## src/rtl/p_cal_scheduler.sv

```systemverilog
// Frame sequencer that time-multiplexes one pipelined power unit across NCH channels.
// Issues one operand set per cycle, tags results with their channel via a FIFO, and flags frame completion.
module p_cal_scheduler #(
   parameter int NCH       = 4,
   parameter int CH_W      = 2,
   parameter int TAG_DEPTH = 32,
   parameter int WIDTH     = 32
) (
   input  logic             clk,
   input  logic             rst,
   input  logic             sta,
   input  logic [NCH-1:0]   ch_mask,
   output logic [CH_W-1:0]  ch_sel,
   output logic             pcal_sta,
   input  logic             pcal_done,
   input  logic [WIDTH-1:0] pcal_p,
   output logic [WIDTH-1:0] p_out,
   output logic [CH_W-1:0]  p_ch,
   output logic             p_valid,
   output logic             busy,
   output logic             done_sig,
   output logic             overrun
);

   localparam int PTR_W = $clog2(TAG_DEPTH);
   localparam int CNT_W = PTR_W + 1;

   typedef enum logic [1:0] {IDLE, ISSUE, DRAIN} state_t;

   state_t           state_q, state_d;
   logic [NCH-1:0]   pending_q, pending_d;
   logic [PTR_W-1:0] wr_ptr_q, rd_ptr_q;
   logic [CNT_W-1:0] count_q, count_d;
   logic [CH_W-1:0]  ch_sel_q;
   logic             pcal_sta_q;
   logic [WIDTH-1:0] p_out_q;
   logic [CH_W-1:0]  p_ch_q;
   logic             p_valid_q;
   logic             busy_q;
   logic             done_q, done_d;
   logic             overrun_q;

   logic [CH_W-1:0]  tag_mem [TAG_DEPTH];

   logic [NCH-1:0]   cand;
   logic [CH_W-1:0]  idx;
   logic             found;
   logic             push;
   logic             pop;

   // The first channel issues on the same edge that samples sta, so IDLE selects from ch_mask directly.
   always_comb begin
      cand  = (state_q == IDLE) ? ch_mask : pending_q;
      found = 1'b0;
      idx   = '0;
      for (int i = NCH - 1; i >= 0; i--) begin
         if (cand[i]) begin
            found = 1'b1;
            idx   = CH_W'(i);
         end
      end
   end

   assign push = (((state_q == IDLE) && sta) || (state_q == ISSUE)) && found &&
                 (count_q != CNT_W'(TAG_DEPTH));
   assign pop  = pcal_done && (count_q != '0);

   always_comb begin
      state_d   = state_q;
      pending_d = pending_q;
      done_d    = 1'b0;
      count_d   = count_q + CNT_W'(push) - CNT_W'(pop);
      case (state_q)
         IDLE: begin
            if (sta) begin
               pending_d = ch_mask;
               if (push) pending_d[idx] = 1'b0;
               state_d = (pending_d != '0) ? ISSUE : DRAIN;
            end
         end
         ISSUE: begin
            if (push) pending_d[idx] = 1'b0;
            state_d = (pending_d != '0) ? ISSUE : DRAIN;
         end
         DRAIN: begin
            // Stay one extra cycle so busy covers the done_sig cycle and sta is not yet accepted.
            if (done_q)              state_d = IDLE;
            else if (count_q == '0)  done_d  = 1'b1;
         end
         default: state_d = IDLE;
      endcase
   end

   always_ff @(posedge clk or posedge rst) begin
      if (rst) begin
         state_q    <= IDLE;
         pending_q  <= '0;
         wr_ptr_q   <= '0;
         rd_ptr_q   <= '0;
         count_q    <= '0;
         ch_sel_q   <= '0;
         pcal_sta_q <= 1'b0;
         p_out_q    <= '0;
         p_ch_q     <= '0;
         p_valid_q  <= 1'b0;
         busy_q     <= 1'b0;
         done_q     <= 1'b0;
         overrun_q  <= 1'b0;
      end else begin
         state_q    <= state_d;
         pending_q  <= pending_d;
         count_q    <= count_d;
         pcal_sta_q <= push;
         p_valid_q  <= pop;
         busy_q     <= (state_d != IDLE);
         done_q     <= done_d;
         if (push) begin
            ch_sel_q <= idx;
            wr_ptr_q <= wr_ptr_q + PTR_W'(1);
         end
         if (pop) begin
            p_out_q  <= pcal_p;
            p_ch_q   <= tag_mem[rd_ptr_q];
            rd_ptr_q <= rd_ptr_q + PTR_W'(1);
         end
         if (pcal_done && (count_q == '0)) overrun_q <= 1'b1;
      end
   end

   always_ff @(posedge clk) begin
      if (push) tag_mem[wr_ptr_q] <= idx;
   end

   assign ch_sel   = ch_sel_q;
   assign pcal_sta = pcal_sta_q;
   assign p_out    = p_out_q;
   assign p_ch     = p_ch_q;
   assign p_valid  = p_valid_q;
   assign busy     = busy_q;
   assign done_sig = done_q;
   assign overrun  = overrun_q;

endmodule

```

## config.mk

```make
export PLATFORM = sky130hd
export DESIGN_NAME = p_cal_scheduler
export DESIGN_NICKNAME = d
export VERILOG_FILES = /design/src/rtl/p_cal_scheduler.sv
export SDC_FILE = /design/constraint.sdc
export NUM_CORES = 1
export LEC_CHECK = 0
export ABC_AREA = 1
export CORE_MARGIN = 1.5
export CORE_UTILIZATION = 58
export CTS_BUF_LIST = sky130_fd_sc_hd__clkbuf_16
export CTS_CLUSTER_DIAMETER = 100
export DETAILED_ROUTE_END_ITERATION = 10
export GPL_ROUTABILITY_DRIVEN = 0
export HOLD_SLACK_MARGIN = 0.08
export PLACE_DENSITY = 0.84
export SYNTH_ARGS = -nofsm -noshare
export SYNTH_HDL_FRONTEND = slang
export SYNTH_SLANG_ARGS = --single-unit
```

## constraint.sdc

```tcl
create_clock -name clk -period 7.2 [get_ports clk]
set_input_delay 1.44 -clock clk [delete_from_list [all_inputs] [get_ports clk]]
set_output_delay 1.44 -clock clk [all_outputs]
set_load 0.1 [all_outputs]
```

======== Word level (Yosys, flattened, before mapping) ========
Memories as Yosys holds them, arrays and structs flattened. A register that Yosys moved wholly into a read port is not among the register bits.
Index checks and enable logic that the tools add are counted.
storage, ports and cells
  flip-flop bits (word level) ............. 61
  memory bits (writable) .................. 64
  bits of input ports ..................... 40
  memories kept ........................... 1
operators by class
  $add $sub $neg .......................... 4
  magnitude comparators ................... 2
  eq/ne operators ......................... 4
  multiplexer cells ....................... 28
  bitwise logic cells ..................... 3
  reductions and logical operators ........ 15
memories
  memory   depth  bits a word  read ports  clocked after Yosys merged registers in  write ports  RTL line  text
  tag_mem  32     2            1           1                                        1            43        logic [CH_W-1:0] tag_mem [TAG_DEPTH];
operators with widths
  operator                                                           number
  two-way mux 4 bit                                                  7
  two-way mux 2 bit                                                  8
  adder 5 x 1 -> 5 bit, second input constant                        2
  two-way mux 1 bit                                                  10
  AND 4 bit                                                          2
  one-hot mux 4 bit (2 select lines)                                 1
  nonzero test 4 bit                                                 2
  adder 6 x 1 -> 6 bit                                               1
  logical AND 1 bit                                                  6
  zero test 6 bit                                                    1
  inequality test 6 bit, second input constant                       1
  one-hot mux 2 bit (3 select lines)                                 1
  nonzero test 6 bit                                                 1
  subtractor 6 x 1 -> 6 bit                                          1
  inverter 4 bit                                                     1
  nonzero test 2 bit                                                 2
  < comparator 2 x 3 -> 1 bit, second input constant                 1
  demux 1 bit (select 2 bit)                                         1
  == test 2 x 1 -> 1 bit, second input constant                      1
  == test 2 bit, second input constant                               1
  greater-or-equal comparator 2 x 1 -> 1 bit, second input constant  1
  zero test 2 bit                                                    1
  inequality test 2 bit, second input constant                       1
  AND reduction 2 bit                                                1
  logical OR 1 bit                                                   1

======== Logic depth before layout (Yosys ltp) ========
  word-level depth ........................ 20
  gate-level depth with buffers ........... 16
  gate-level depth less buffers ........... 16

======== Least setup slack after synthesis ========
No wires, ideal clock.
  path type ............................... input-to-reg
  from .................................... input sta
  to ...................................... register count_q[4]
  arrival ................................. 3.330 ns
  data required time ...................... 7.069 ns
  slack ................................... 3.739 ns
  stages on the path ...................... 12
  cell sequence ........................... inv_1 > a21oi_2 > nand2_2 > a21oi_4 > inv_4 > ha_1 > inv_1 > ha_1 > fa_1 > a21oi_1 > o21ai_0 > xor2_1
on the way
  word-level cells in the longest chain between the ends .. 6
ends and longest elaborated chain
  item                             RTL line  text
  start, declared                  11        input logic sta,
  logical AND 1 bit                64        assign push = (((state_q == IDLE) && sta) || (state_q == ISSUE)) && found &&
  logical OR 1 bit                 64
  logical AND 1 bit (2 in series)  64
  net push                         48        logic push;
  adder 6 x 1 -> 6 bit             72        count_d = count_q + CNT_W'(push) - CNT_W'(pop);
  subtractor 6 x 1 -> 6 bit        72
  net count_d[4]                   33        logic [CNT_W-1:0] count_q, count_d;
  end signal, assigned             112       count_q <= count_d;
  end, declared                    33
The timed path passes the listed nets, and every way through them passes these cells.
A chain may end at the register's enable or synchronous reset.

======== Final worst setup path ========
  from .................................... input pcal_done
  to ...................................... register count_q[5]
on the way
  word-level cells in the longest chain between the ends .. 2
ends and longest elaborated chain
  item                       RTL line  text
  start, declared            15        input logic pcal_done,
  logical AND 1 bit          66        assign pop = pcal_done && (count_q != '0);
  subtractor 6 x 1 -> 6 bit  72
  net count_d[5]             33
The timed path passes the listed nets, and every way through them passes these cells.

==> results.sh <==
export IMPL_antenna_found_initial=0
export IMPL_cts_setup_buffers=0
export IMPL_syn_inst=554
export IMPL_slew_viol_final=0
export IMPL_layout_commonest_cell="nand2_1"
export IMPL_crit_reg2reg_capture="count_q[4]"
export IMPL_ctsHoldBuffers=0
export IMPL_r2r_cells=13
export IMPL_synth_ff_latch_count=127
export IMPL_final_cell_mix="nand2_1, clkdlybuf4s50_1, nor2_1"
export IMPL_place_detailed_hpwl_um=7917
export IMPL_end_kind="register"
export IMPL_hold_viol_final=0
export IMPL_reg2reg_setup_slack_ns=3.60
export IMPL_htreeDepth=4
export IMPL_cts_buffers=17
export IMPL_track_usage_pct=27.43
export IMPL_drc=0
export IMPL_ir_drop_uv=418.2
export IMPL_whs_endpoint="p_out[21]"
export IMPL_die_width_um=101.4
export IMPL_cp_required_ns=7.52
export IMPL_grt_max_degree=64
export IMPL_stdcell_area_um2=7132
export IMPL_r2r_start="count_q[2]"
export IMPL_cts_root_buf="clkbuf_16"
export IMPL_start_kind="primary input"
export IMPL_cts_sinks=127
export IMPL_setup_violations=0
export IMPL_seq_area_frac_synth_pct=62.30
export IMPL_num_vias=4352
export IMPL_diodes=0
export IMPL_numPlacedInstances=749
export IMPL_finalWorstPathRequiredPeriod_ns=4.292
export IMPL_initial_core_util_pct=60.20
export IMPL_rows=35
export IMPL_fill_cells=556
export IMPL_dr_pass1_iters=7
export IMPL_wl_per_cell_um=16.74
export IMPL_drtAntennaViolNets=0
export IMPL_io_buffer_count=80
export IMPL_cts_tree="built"
export IMPL_tns_ns=0
export IMPL_grt_overflow_total=0
export IMPL_crit_arrival_ns=4.61
export IMPL_power_mw=3.430
export IMPL_viasPerCell=5.572
export IMPL_yosysWarnings=0
export IMPL_nets=694
export IMPL_status="complete, no violations"
export IMPL_cts_resized=0
export IMPL_min_period_over_period_pct=59.61
export IMPL_timing_fmax_mhz=233.0
export IMPL_synthToLayoutAreaGrowth_pct=27.01
export IMPL_min_path_type="reg2reg"
export IMPL_yosysTopAreaCellShare_pct=34.22
export IMPL_maxCapViolations=0
export IMPL_grt_pass1_wl_um=21290
export IMPL_hold_path_depth=2
export IMPL_final_cells=781
export IMPL_die_h_um=101.4
export IMPL_hold_start="p_out[21]"
export IMPL_tightestPinTransition_ns=1.143
export IMPL_rsz0062_at_grt="no"
export IMPL_routed_wl_um=13070
export IMPL_syn_area_um2=5615
export IMPL_synth_largest_area_cell="edfxtp_1"
export IMPL_grt_pass1_vias=4398
export IMPL_synth_top_cells_by_area="edfxtp_1, dfrtp_1, nand2_1"
export IMPL_drive_above_1_share_pct=10.28
export IMPL_critical_path_max_fanout=39
export IMPL_skew_ns=0.01082
export IMPL_relSlewSlack_pct=23.73
export IMPL_power_density_nw_per_um2=480.9
export IMPL_syn_area_per_cell_um2=10.14
export IMPL_worstSetupPathType="in2reg"
export IMPL_leakage_nw=3.031
export IMPL_dpl_cell_area_um2=6534
export IMPL_drtIter0Drc=397
export IMPL_ios=81
export IMPL_insertion_delay_ns=0.41
export IMPL_cts_clk_slew_worst_paths_ns=0.06
export IMPL_clockBufferDepth=2
export IMPL_synth_cell_types=34
export IMPL_fp_coreArea_um2=9328
export IMPL_dieArea_um2=10280
export IMPL_syn_num_nets=609
[power breakdown]
part | total, mW | internal [mW] | switching [mW]
clock network | 0.853 | 0.541 | 0.312
registers | 1.13 | 1.01 | 0.118
logic | 1.45 | 0.379 | 1.07
total | 3.43 | 1.93 | 1.50
[registers in the layout, indices dropped and copies added, names as in the netlist]
name	cells
ch_sel	2
wr_ptr_q	5
rd_ptr_q	5
count_q	6
pcal_sta	1
state_q	2
p_valid	1
pending_q	4
done_sig	1
busy	1
overrun	1
tag_mem	64
p_ch	2
p_out	32
[cells by family (layout without fill, tap and decap cells)]
family	Yosys count	in the layout	share of synthesized area, %
fa+ha+maj	15	15	3.476
compound gates	70	70	7.554
xor+xnor	12	12	1.872
buf+inv	61	159	4.167
simple gates	269	269	20.63
flops	127	127	62.30
[critical path: stages]
cell	delay (ns)
clkdlybuf4s50_1	0.50
nand2_1	0.06
buf_4	0.25
inv_1	0.87
ha_1	0.33
inv_1	0.09
ha_1	0.18
a21oi_1	0.13
inv_1	0.05
a31oi_1	0.20
o21ai_0	0.13
a21oi_1	0.17
xor2_1	0.21
[cell type report]
cell class | instances | area, µm² | share of cell area, %
Inverter | 44 | 167.7 | 2.351
Sequential cell | 127 | 3498 | 49.05
Clock inverter | 15 | 172.7 | 2.421
Timing Repair Buffer | 83 | 823.3 | 11.54
Clock buffer | 17 | 425.4 | 5.965
Multi-Input combinational cell | 366 | 1883 | 26.40
Tap cell | 129 | 161.4 | 2.263
[through the flow]
step / util (%) / hold slack, ns / setup slack (ns)
floorplan: - / 0.4794 / 3.739
global placement: 70.05 / 0.4602 / 2.691
detailed placement: 70.05 / 0.4650 / 2.556
CTS: 76.46 / 0.4813 / 2.921
global route: 76.46 / 0.4936 / 2.619
finish: 76.46 / 0.4766 / 2.908
[how the worst max path moves through the flow]
stage,startpoint,slack [ns],endpoint
2_1_floorplan,sta,3.74,count_q[4]
3_3_place_gp,pcal_done,2.69,count_q[4]
3_5_place_dp,pcal_done,2.56,count_q[4]
4_1_cts,pcal_done,2.92,count_q[5]
5_1_grt,pcal_done,2.62,count_q[5]
6_report,pcal_done,2.91,count_q[5]
[routing by layer]
metal | GRT usage (%) | vias to the layer above | routed length [µm]
li1 | - | 2006 | -
met1 | 34.59 | 2068 | 5136
met2 | 45.90 | 235 | 6516
met3 | 6.418 | 43 | 996
met4 | 11.54 | 0 | 422
met5 | 0 | - | 0
[cells in the mapped netlist]
| master | count |
|---|---|
| o21ai_0 | 40 |
| nor2_4 | 3 |
| o22ai_1 | 9 |
| inv_1 | 38 |
| dfrtp_1 | 63 |
| nor2_2 | 2 |
| nand3_2 | 1 |
| nor3_2 | 1 |
| o21ai_1 | 1 |
| nand4_1 | 7 |
| a31oi_1 | 1 |
| a21oi_4 | 1 |
| nand2_1 | 145 |
| a21oi_1 | 4 |
| o211ai_1 | 1 |
| buf_1 | 3 |
| or2_2 | 1 |
| buf_2 | 2 |
| nor2_1 | 78 |
| a21oi_2 | 1 |
| nor3_1 | 1 |
| nor2_8 | 1 |
| o221ai_1 | 11 |
| o21bai_1 | 1 |
| inv_4 | 1 |
| clkbuf_1 | 12 |
| nand2_2 | 13 |
| inv_2 | 5 |
| nand2_4 | 3 |
| nand3_1 | 13 |
| xor2_1 | 12 |
| edfxtp_1 | 64 |
| fa_1 | 1 |
| ha_1 | 14 |
(Power assumes the default switching activity.)
